**src/rtl/ddr_ref_pkg.sv**
```systemverilog
// Shared types and constants for the DDR refresh controller.
// Build option: define REF_POSTPONE_EN for 8-deep refresh postponement;
// without it a single owed refresh is already urgent.
package ddr_ref_pkg;

  localparam int TREFI_W = 16;
  localparam int TRFC_W  = 10;
  localparam int PEND_W  = 4;

`ifdef REF_POSTPONE_EN
  localparam logic [PEND_W-1:0] MAX_PENDING  = 4'd8;
  localparam logic [PEND_W-1:0] URGENT_LEVEL = 4'd8;
`else
  localparam logic [PEND_W-1:0] MAX_PENDING  = 4'd1;
  localparam logic [PEND_W-1:0] URGENT_LEVEL = 4'd1;
`endif

  typedef enum logic [1:0] {
    ST_WAIT_INIT = 2'd0,
    ST_IDLE      = 2'd1,
    ST_REQ       = 2'd2,
    ST_TRFC      = 2'd3
  } ref_state_e;

endpackage

```
**src/rtl/ref_interval_timer.sv**
```systemverilog
// Free-running tREFI interval counter. Counts 0..i_trefi-1 while i_run is
// high and pulses o_tick (combinationally) on the wrap cycle. Held at 0
// while i_run is low or when i_trefi is 0 (refresh disabled).
module ref_interval_timer
  import ddr_ref_pkg::*;
(
  input  logic               core_clk,
  input  logic               core_arstn,
  input  logic               i_run,
  input  logic [TREFI_W-1:0] i_trefi,
  output logic               o_tick
);

  localparam logic [TREFI_W-1:0] ONE = 1;

  logic [TREFI_W-1:0] r_cnt;
  logic               w_enabled;
  logic               w_wrap;

  assign w_enabled = i_run && (i_trefi != '0);
  // >= keeps the counter bounded even if the interval were shortened mid-count
  assign w_wrap    = (r_cnt >= (i_trefi - ONE));
  assign o_tick    = w_enabled && w_wrap;

  // Interval count: restart from 0 when stopped, disabled or wrapping
  always_ff @(posedge core_clk or negedge core_arstn) begin
    if (!core_arstn) begin
      r_cnt <= '0;
    end else if (!w_enabled || w_wrap) begin
      r_cnt <= '0;
    end else begin
      r_cnt <= r_cnt + ONE;
    end
  end

endmodule

```
**src/rtl/refresh_control.sv**
```systemverilog
// DDR refresh controller: accumulates owed refreshes from the tREFI timer,
// requests REF from the scheduler, and holds off traffic for tRFC.
// Handshake: ref_req is high exactly while in REQ; a REF is taken on any
// cycle where ref_req=1 and ref_ack=1. ref_ack in any other state is ignored.
// Build option: REF_POSTPONE_EN (see ddr_ref_pkg).
module refresh_control
  import ddr_ref_pkg::*;
(
  input  logic               core_clk,
  input  logic               core_arstn,
  input  logic               ddr_init_done,
  input  logic [TREFI_W-1:0] cfg_trefi,
  input  logic [TRFC_W-1:0]  cfg_trfc,
  output logic               ref_req,
  input  logic               ref_ack,
  output logic               ref_urgent,
  output logic               ref_busy,
  output logic [PEND_W-1:0]  ref_pending,
  output logic               ref_overflow,
  output logic [1:0]         o_dbg_state
);

  localparam logic [PEND_W-1:0] PEND_ONE = 1;
  localparam logic [TRFC_W-1:0] TRFC_ONE = 1;

  ref_state_e         r_state;
  ref_state_e         w_state_next;
  logic [TRFC_W-1:0]  r_trfc_cnt;
  logic [TRFC_W-1:0]  w_trfc_next;
  logic [PEND_W-1:0]  r_pending;
  logic [PEND_W-1:0]  w_pend_next;
  logic               r_req;
  logic               r_busy;
  logic               r_urgent;
  logic               r_overflow;
  logic               w_tick;
  logic               w_ack;
  logic               w_ovf_set;

  ref_interval_timer u_timer (
    .core_clk   (core_clk),
    .core_arstn (core_arstn),
    .i_run      (ddr_init_done),
    .i_trefi    (cfg_trefi),
    .o_tick     (w_tick)
  );

  assign w_ack = ref_ack && (r_state == ST_REQ);

  // Owed-refresh bookkeeping: tick adds, accepted REF removes, both cancel
  always_comb begin
    w_pend_next = r_pending;
    w_ovf_set   = 1'b0;
    if (w_tick && !w_ack) begin
      if (r_pending == MAX_PENDING) begin
        w_ovf_set = 1'b1;
      end else begin
        w_pend_next = r_pending + PEND_ONE;
      end
    end else if (w_ack && !w_tick && (r_pending != '0)) begin
      w_pend_next = r_pending - PEND_ONE;
    end
  end

  // Next state and tRFC countdown; losing init_done overrides everything
  always_comb begin
    w_state_next = r_state;
    w_trfc_next  = r_trfc_cnt;
    unique case (r_state)
      ST_WAIT_INIT: w_state_next = ST_IDLE;
      ST_IDLE: begin
        if (r_pending != '0) w_state_next = ST_REQ;
      end
      ST_REQ: begin
        if (ref_ack) begin
          w_state_next = ST_TRFC;
          w_trfc_next  = cfg_trfc;
        end
      end
      ST_TRFC: begin
        if (r_trfc_cnt == '0) begin
          w_state_next = ST_IDLE;
        end else begin
          w_trfc_next = r_trfc_cnt - TRFC_ONE;
        end
      end
      default: w_state_next = ST_WAIT_INIT;
    endcase
    if (!ddr_init_done) begin
      w_state_next = ST_WAIT_INIT;
      w_trfc_next  = '0;
    end
  end

  // Registered state, counters and outputs; overflow survives init loss
  always_ff @(posedge core_clk or negedge core_arstn) begin
    if (!core_arstn) begin
      r_state    <= ST_WAIT_INIT;
      r_trfc_cnt <= '0;
      r_pending  <= '0;
      r_req      <= 1'b0;
      r_busy     <= 1'b0;
      r_urgent   <= 1'b0;
      r_overflow <= 1'b0;
    end else begin
      r_state    <= w_state_next;
      r_trfc_cnt <= w_trfc_next;
      r_req      <= (w_state_next == ST_REQ);
      r_busy     <= (w_state_next == ST_TRFC);
      if (ddr_init_done) begin
        r_pending  <= w_pend_next;
        r_urgent   <= (w_pend_next >= URGENT_LEVEL);
        r_overflow <= r_overflow | w_ovf_set;
      end else begin
        r_pending  <= '0;
        r_urgent   <= 1'b0;
      end
    end
  end

  assign ref_req      = r_req;
  assign ref_busy     = r_busy;
  assign ref_urgent   = r_urgent;
  assign ref_pending  = r_pending;
  assign ref_overflow = r_overflow;
  assign o_dbg_state  = r_state;

endmodule

```
**config.mk**
```make
export PLATFORM = sky130hd
export DESIGN_NAME = refresh_control
export DESIGN_NICKNAME = d
export VERILOG_FILES = /design/src/rtl/ddr_ref_pkg.sv /design/src/rtl/ref_interval_timer.sv /design/src/rtl/refresh_control.sv
export SDC_FILE = /design/constraint.sdc
export NUM_CORES = 1
export LEC_CHECK = 0
export CORE_MARGIN = 1.5
export CORE_UTILIZATION = 40
export DETAILED_ROUTE_END_ITERATION = 6
export MAX_ROUTING_LAYER = met4
export PLACE_DENSITY = 0.64
export SLEW_MARGIN = 20
export SYNTH_ARGS = -nofsm -noshare
export SYNTH_HDL_FRONTEND = slang
export SYNTH_HIERARCHICAL = 1
export SYNTH_SLANG_ARGS = --single-unit
```
**constraint.sdc**
```tcl
create_clock -name core_clk -period 7.6 [get_ports core_clk]
set_input_delay 1.14 -clock core_clk [delete_from_list [all_inputs] [get_ports core_clk]]
set_output_delay 1.14 -clock core_clk [all_outputs]
set_load 0.02 [all_outputs]
```
After elaboration in Yosys (flattened, before gate mapping). Index checks and enable logic that the tools add are counted.

Memory bits (writable): 0. Latch bits: 0. Input bits: 30. Logic and storage cells: 57. Memories kept: 0. Register bits: 36. ROM bits: 0. Output and inout port bits: 10.

Bitwise operators: 1. Multiply operators: 0. Order comparisons: 2. Div/mod/pow operators: 0. Equal/unequal tests: 9. Add/subtract/negate cells: 5. Shifts and indexed selects: 0. Muxes and demuxes: 17. Reduce and logical (&&, ||, !) cells: 15.

Operators by type and width (count): $mux 10 (3); $pmux 10 s2 (1); $add 16x1->16 const B (1); $ge 16x16->1 (1); $mux 16 (1); $mux 4 (4); $reduce_bool 16->1 (1); $sub 16x1->16 const B (1); $logic_not 10->1 (1); $sub 10x1->10 const B (1); $eq 2x2->1 const B (4); $mux 2 (4); $pmux 2 s4 (1); $logic_and 1x1->1 (6); $ne 3x3->1 const B (2); $add 4x1->4 const B (1); $eq 4x1->1 const B (1); $ge 4x1->1 const B (1); $reduce_bool 4->1 (1); $sub 4x1->4 const B (1); $logic_not 1->1 (3); $mux 1 (3); $ne 3x1->1 const B (1); $reduce_and 3->1 (1); other kinds (4) (4).

Depth between registers and ports, before layout. Gate-level depths: netlist of run 1.

Depth after elaboration: 10. Depth in mapped cells: 18. Depth with buffers taken out: 17.

Cells and area by module. The synthesis of run 1 kept the hierarchy.

Modules (own cells, without submodules): ref_interval_timer (cells each 159, area an instance 1422.6 um^2, instances 1, seq. area each 400.4 um^2); refresh_control (cells each 151, area an instance 1312.5 um^2, instances 1, seq. area each 500.5 um^2).

Worst setup path before layout of run 1. Ideal clock, no wire load.

Kind: input port to flip-flop. Start: in cfg_trefi[1]. End: reg r_urgent (netlist: ref_urgent). Data arrival time: 4.240 ns. Stages: 17. Setup slack: 3.234 ns. Data required time: 7.474 ns. Buffers on the path: 1. Setup time: 0.126 ns. Cells stage by stage: nor3_1 > nand2b_1 > nor4_2 > nand2_1 > xor2_1 > ha_1 > nand4_1 > nor3_1 > a211oi_1 > nand3_1 > and2_1 > clkbuf_1 > nand4_1 > nor2_1 > nor3_1 > and3b_1 > a311o_1.

Cells in the longest elaborated chain, start to end: 10. Elaborated cells between the ends (all ways): 13. Those cells by class: add/sub: 1; order compare: 2; mux: 3; reduce/logical: 7.

RTL lines: start: declaration (line refresh_control.sv:12) `input logic [TREFI_W-1:0] cfg_trefi,`; $sub 16x1->16 / $reduce_bool 16->1 (equally long branches) (line ref_interval_timer.sv:22, ref_interval_timer.sv:20); $ge 16x16->1 / $logic_and 1x1->1 (equally long branches) (line ref_interval_timer.sv:22, ref_interval_timer.sv:20); $logic_and 1x1->1 * (line ref_interval_timer.sv:23) `assign o_tick = w_enabled && w_wrap;`; via w_tick (line refresh_control.sv:36) `logic w_tick;`; $logic_not 1->1 (line refresh_control.sv:60) `end else if (w_ack && !w_tick && (r_pending != '0)) begin`; $logic_and 1x1->1 (2 in a row) (line refresh_control.sv:60); $mux 4 (line refresh_control.sv:60); $mux 4 * (line refresh_control.sv:54) `if (w_tick && !w_ack) begin`; $ge 4x1->1 * (line refresh_control.sv:112) `r_urgent <= (w_pend_next >= URGENT_LEVEL);`; $mux 1 * (line refresh_control.sv:110) `if (ddr_init_done) begin`; end signal: assignment (line refresh_control.sv:112); end: declaration (line refresh_control.sv:34) `logic r_urgent;`.

Mark *: on every way through the listed nets, which the timed path passes. The rest lies on a longest branch. A chain may end at the register's enable or synchronous reset.

Final worst setup path of run 1.
Start: in cfg_trefi[2]. End: reg r_urgent (netlist: ref_urgent).

Same word-level chain as after synthesis.

==> results_dict.tcl, run 1 <==
set metrics [dict create \
    status "completed" \
    clock_path_buffers 2 \
    drive_above_1_share_pct 8.07 \
    dp_hpwl_um 4270 \
    holdPathStages 1 \
    die_area_sq_um 7340 \
    drt-vias-per-instance 5.36 \
    fmax_ghz 0.206 \
    r2r_end "ref_urgent" \
    totalWireLength_um 5880 \
    ir_drop_mv 0.0748 \
    worst_pin_slew_ps 815 \
    cp_max_fo 11 \
    yosysMostFrequentCell "dfrtp_1" \
    ys.warnings.count 6 \
    dpl_cell_area_sq_um 3160 \
    worst_setup_path_end_kind "register" \
    h-tree-depth 2 \
    powerDensity_nw_per_um2 127 \
    syn_nets 363 \
    yosys.area.top_type "dfrtp_1" \
    min_to "ref_overflow" \
    fin_crit_ps 4850 \
    ys_ff_latch 36 \
    grt_max_degree 37 \
    cts_num_sinks 36 \
    yosys-top-cells-area "dfrtp_1 (33%), ha_1 (11%), xnor2_1 (5.4%), nor2_1 (4.4%), xor2_1 (3.5%)" \
    synth.avg_cell_area_sq_um 8.82 \
    cts_hold_buf 0 \
    clock_skew_ps 3.27 \
    die_h_um 85.7 \
    post_cts_buffers 0 \
    dpl.cell_count 416 \
    worstPathArrival_ps 5020 \
    cts_tree "built" \
    synth_flop_cell "dfrtp_1" \
    finalMaxSlewViolations 0 \
    p_clk_share_pct 40.2 \
    grt_use_total_pct 18.3 \
    yosysSeqAreaShare_pct 32.9 \
    worstSetupStartpoint "cfg_trefi[2]" \
    slew-limit-headroom_pct 45.7 \
    rows 29 \
    required_ps 7780 \
    swShare_pct 23.9 \
    maxCapViolCount 0 \
    hold_path_startpoint "ref_overflow" \
    netlist.area_leader.share_pct 32.9 \
    drt-initial-drc-count 72 \
    share_comb_of_total_power_pct 12.6 \
    worstRegToRegCells 11 \
    final_hold_viol_count 0 \
    synth_cell_types 54 \
    syn_area_sq_um 2740 \
    cts_resized 0 \
    antenna_found_initial 0 \
    grt_first_pass_wirelength_um 10600 \
    regToRegSetupSlack_ps 4720 \
    overflow 0 \
    port_buffers 39 \
    io_pins 40 \
    clk_latency_ps 290 \
    core-area_sq_um 6490 \
    finalPower_mw 0.416 \
    p_sw_mw 0.0994 \
    ant_nets 0 \
    reg2reg_from "u_timer/r_cnt[7]" \
    diodes 0 \
    synth_common_cells "dfrtp_1 (36), nor2_1 (32), nand2_1 (25)" \
    synth-edff-count 0 \
    setup_tns_ps 0 \
    nNetsFinal 399 \
    vias 2273 \
    dr.pass1.iters 4 \
    p_seq_share_pct 47.2 \
    wl_per_cell_um 13.9 \
    layoutNonFillerInstCount 424 \
    rsz0062_at_grt "no" \
    fp.dieW_um 85.7 \
    async_flop_share_pct 100 \
    hold_path_class "register to register" \
    start_util_pct 42.1 \
    synth_cells 310 \
    internal-power_mw 0.317 \
    cts_root_buf "clkbuf_8" \
    post-route-cell-area_sq_um 3270 \
    numCtsBuffers 5 \
    syn2layout_area_growth_pct 19.5 \
    path_clk_slew_ps 70 \
    grt_pass1_vias 2323 \
    drc 0 \
    leakage_nw 1.36 \
    setup.worst_path.start_class "input port" \
    setup_viol 0 \
    period_share_pct 63.8 \
    place_congestion 0.799 \
    path_class "input port to register" \
]
[state kept, by name (all words and copies together), names as in the netlist]
| signal | count |
|---|---|
| o_dbg_state | 2 |
| u_timer/r_cnt | 16 |
| ref_req | 1 |
| r_trfc_cnt | 10 |
| ref_overflow | 1 |
| ref_pending | 4 |
| ref_urgent | 1 |
| ref_busy | 1 |
[power by group through the flow]
| stage | clock, mW | sequential (mW) | combinational (mW) |
|---|---|---|---|
| 6_report | 0.167 | 0.196 | 0.0525 |
| 5_1_grt | 0.181 | 0.197 | 0.0595 |
| 4_1_cts | 0.174 | 0.196 | 0.0534 |
| 3_5_place_dp | 0 | 0.200 | 0.0527 |
| 3_3_place_gp | 0 | 0.200 | 0.0525 |
| 2_1_floorplan | 0 | 0.199 | 0.0260 |
[final cells by class]
| cell class | count | area [sq um] |
|---|---|---|
| clock buffer | 6 | 72.6 |
| clock inverter | 2 | 35.0 |
| fill | 650 | 3230 |
| inverter | 12 | 45.0 |
| multi-input combinational | 252 | 1730 |
| sequential | 36 | 901 |
| tap | 77 | 96.3 |
| timing repair buffer | 39 | 385 |
[worst max-delay path, cell delays in order]
cell and delay [ps]:
clkdlybuf4s50_1 470, nor3_1 320, nand2b_1 180, nor4_2 380, nand2_1 110, xor2_1 160, ha_1 290, nand4_1 150
nor3_1 80, a211oi_1 440, nand3_1 120, and2_1 300, nor2_1 120, and4_1 210, o21ai_0 70, and3b_1 180
a311o_1 310
[per-layer routing]
metal | wire, um | track usage [%] | vias up
li1 | - | - | 1185
met2 | 2760 | 29.7 | 37
met3 | 214 | 2.98 | 5
met4 | 55 | 4.40 | 0
met5 | 0 | - | -
met1 | 2850 | 24.0 | 1046
[how the worst max path moves through the flow]
stage | to | depth (start not counted)
floorplan | ref_urgent | 17
global placement | ref_urgent | 17
detailed placement | ref_urgent | 17
CTS | ref_urgent | 17
global route | ref_urgent | 17
finish | ref_urgent | 17
[cells by family (layout without fill, tap and decap cells)]
logic type,after synthesis,after routing,synth area share (%)
xor+xnor,28,28,8.97
mux,3,3,1.10
fa+ha+maj,23,23,10.5
buf+inv,22,59,3.66
simple gates,139,139,28.5
compound gates,59,59,14.3
flops,36,36,32.9
[layout by cell type (no fill, tap or decap), types with 2 or more instances in the layout]
cell / Yosys / final
o21bai_1: 2 / 2
or4_1: 2 / 2
clkbuf_8: 0 / 5
nor2b_1: 5 / 5
and2_1: 4 / 4
clkdlybuf4s50_1: 0 / 38
inv_1: 12 / 12
nand3_2: 2 / 2
o32ai_1: 2 / 2
and4_1: 2 / 2
nand4_1: 8 / 8
mux2i_1: 3 / 3
nand3_1: 7 / 7
a22oi_1: 2 / 2
and3b_1: 2 / 2
o21ai_0: 10 / 10
xor2_1: 11 / 11
nor4_2: 2 / 2
xnor2_1: 17 / 17
nor2_2: 11 / 11
ha_1: 23 / 23
nor2_1: 32 / 32
nand2_1: 25 / 25
o41a_1: 2 / 2
a21oi_1: 15 / 15
nor4_1: 5 / 5
nor3_1: 14 / 14
nor3b_1: 5 / 5
nand2b_1: 4 / 4
o21ai_1: 8 / 8
dfrtp_1: 36 / 36
o2bb2ai_1: 6 / 6
[per-stage QoR]
stage                     hold WS, ps  setup WS (ps)  util [%]
final                             477           2750      50.3
after detailed placement          462           2460      48.7
after floorplan                   449           3230         -
after global routing              507           2340      50.3
after global placement            471           2540      48.7
after CTS                         487           2750      50.3
No activity file was read; power rests on OpenSTA's default activity.
==> run 2: changes to the inputs <==
Settings changed: PLACE_DENSITY 0.64 to 0.66.
Clock period 7.6 ns to 4.2 ns, I/O delays scaled along.
==> results_dict.tcl, run 2 (synthesis results as in run 1) <==
set metrics [dict create \
    clk_latency_ps 290 \
    port_buffers 39 \
    required_ps 4370 \
    slew-limit-headroom_pct 57.2 \
    cts_root_buf "clkbuf_8" \
    cts_num_sinks 36 \
    io_pins 40 \
    drc 0 \
    numCtsBuffers 5 \
    overflow 0 \
    status "completed" \
    antenna_found_initial 0 \
    totalWireLength_um 6130 \
    period_share_pct 92.9 \
    nNetsFinal 412 \
    leakage_nw 1.43 \
    h-tree-depth 2 \
    route.met2.wl_um 2820 \
    powerDensity_nw_per_um2 211 \
    route.met3.wl_um 206 \
    crit_slowest_cell "clkdlybuf4s50_1" \
    worst_pin_slew_ps 638 \
    p_seq_share_pct 49.6 \
    maxCapViolCount 0 \
    worstRegToRegCells 11 \
    hold_path_class "register to register" \
    swShare_pct 25.4 \
    highest_layer "met4" \
    wl_per_cell_um 14.0 \
    diodes 0 \
    cts_tree "built" \
    post_cts_buffers 0 \
    fin_crit_ps 3900 \
    grt_pass1_vias 2315 \
    critPathBufInv 3 \
    start_util_pct 42.1 \
    drive_above_1_share_pct 13.1 \
    vias 2354 \
    reg2reg_from "u_timer/r_cnt[10]" \
    final_cell_mix "clkdlybuf4s50_1 (39), dfrtp_1 (36), nor2_1 (31)" \
    ant_nets 0 \
    dpl.cell_count 429 \
    largest_reg_flops 16 \
    core-area_sq_um 6490 \
    fmax_ghz 0.256 \
    holdPathStages 1 \
    setup_viol 0 \
    ir_drop_mv 0.110 \
    grt_max_degree 37 \
    cts_hold_buf 0 \
    top_register "u_timer/r_cnt" \
    finalPower_mw 0.716 \
    die_h_um 85.7 \
    dr.pass1.iters 4 \
    clock_skew_ps 3.68 \
    grt_use_total_pct 17.9 \
    min_to "ref_overflow" \
    rsz0062_at_grt "no" \
    drt-initial-drc-count 77 \
    finalMaxSlewViolations 0 \
    drt-met1-wl_um 3010 \
    syn2layout_area_growth_pct 24.2 \
    crit_family "simple AND/OR/NAND/NOR gates" \
    dp_hpwl_um 4470 \
    drt-vias-per-instance 5.39 \
    die_area_sq_um 7340 \
    p_clk_share_pct 35.8 \
    hold_path_startpoint "ref_overflow" \
    fp.dieW_um 85.7 \
    grt_first_pass_wirelength_um 10500 \
    clock_path_buffers 2 \
    r2r_end "ref_urgent" \
    rows 29 \
    cts_resized 0 \
    layout_commonest_cell "clkdlybuf4s50_1" \
    crit_top_cell "ha_1" \
    path_clk_slew_ps 70 \
    p_sw_mw 0.182 \
    place_congestion 0.860 \
    regToRegSetupSlack_ps 1580 \
    internal-power_mw 0.534 \
    cp_max_fo 5 \
    worst_setup_path_end_kind "register" \
    layoutNonFillerInstCount 437 \
    worst_path_largest_cell_delay_ps 440 \
    share_comb_of_total_power_pct 14.6 \
    path_class "input port to register" \
    worstPathArrival_ps 4070 \
    final_hold_viol_count 0 \
    path_cells "clkdlybuf4s50_1, inv_1, ha_1, nor3b_4, nand3_2, buf_4, xor2_1, ha_1, nand4_1, nor4_1, o21ai_1, nand3_1, and2_2, nor2_1, and4_1, nor3_1, and3b_1, a311o_1" \
    setup.worst_path.start_class "input port" \
    setup_tns_ps 0 \
]
==> run 2: per-stage QoR <==
step / utilization, % / hold slack [ps] / setup WS, ps / area (sq um)
6_report: 52.3 / 482 / 297 / 3400
5_1_grt: 52.3 / 501 / 2.67 / 3400
4_1_cts: 51.7 / 493 / 171 / 3360
3_5_place_dp: 50.3 / 467 / -137 / 3260
3_3_place_gp: 50.3 / 474 / -11.6 / 3260
2_1_floorplan: - / 334 / 344 / 2740
==> run 2: worst reg2reg max path: stages, from the launching register on <==
cell	delay (ps)
dfrtp_1	460
ha_1	330
nand4_1	120
nor4_1	260
o21ai_1	130
nand3_1	90
and2_2	190
nor2_1	50
and4_1	210
nor3_1	140
and3b_1	210
a311o_1	310
==> run 2: area by class of cell <==
class	instances	area, sq um
clock buffers	6	82.6
clock inverters	2	10.0
fillers	608	3100
inverters	12	45.0
multi-input cells	252	1770
flip-flops and latches	36	901
well taps	77	96.3
repair buffers	52	488
==> run 2: worst max path at each step <==
| stage | startpoint | endpoint | cells past startpoint |
|---|---|---|---|
| after global placement | cfg_trefi[1] | ref_urgent | 17 |
| final | cfg_trefi[0] | ref_urgent | 18 |
| after detailed placement | cfg_trefi[1] | ref_urgent | 17 |
| after global routing | cfg_trefi[0] | ref_urgent | 18 |
| after floorplan | cfg_trefi[1] | ref_urgent | 17 |
| after CTS | cfg_trefi[1] | ref_urgent | 17 |
==> run 2: power groups by stage <==
stage | registers [mW] | logic (mW) | clock network, mW
after detailed placement | 0.362 | 0.103 | 0
after global placement | 0.362 | 0.101 | 0
after floorplan | 0.361 | 0.0470 | 0
after CTS | 0.355 | 0.103 | 0.268
after global routing | 0.356 | 0.118 | 0.280
final | 0.355 | 0.104 | 0.256
==> run 2: layer usage <==
layer / track usage, % / vias to the layer above
li1: - / 1212
met1: 24.4 / 1084
met2: 28.0 / 48
met3: 2.79 / 10
met4: 4.40 / 0
met5: - / -
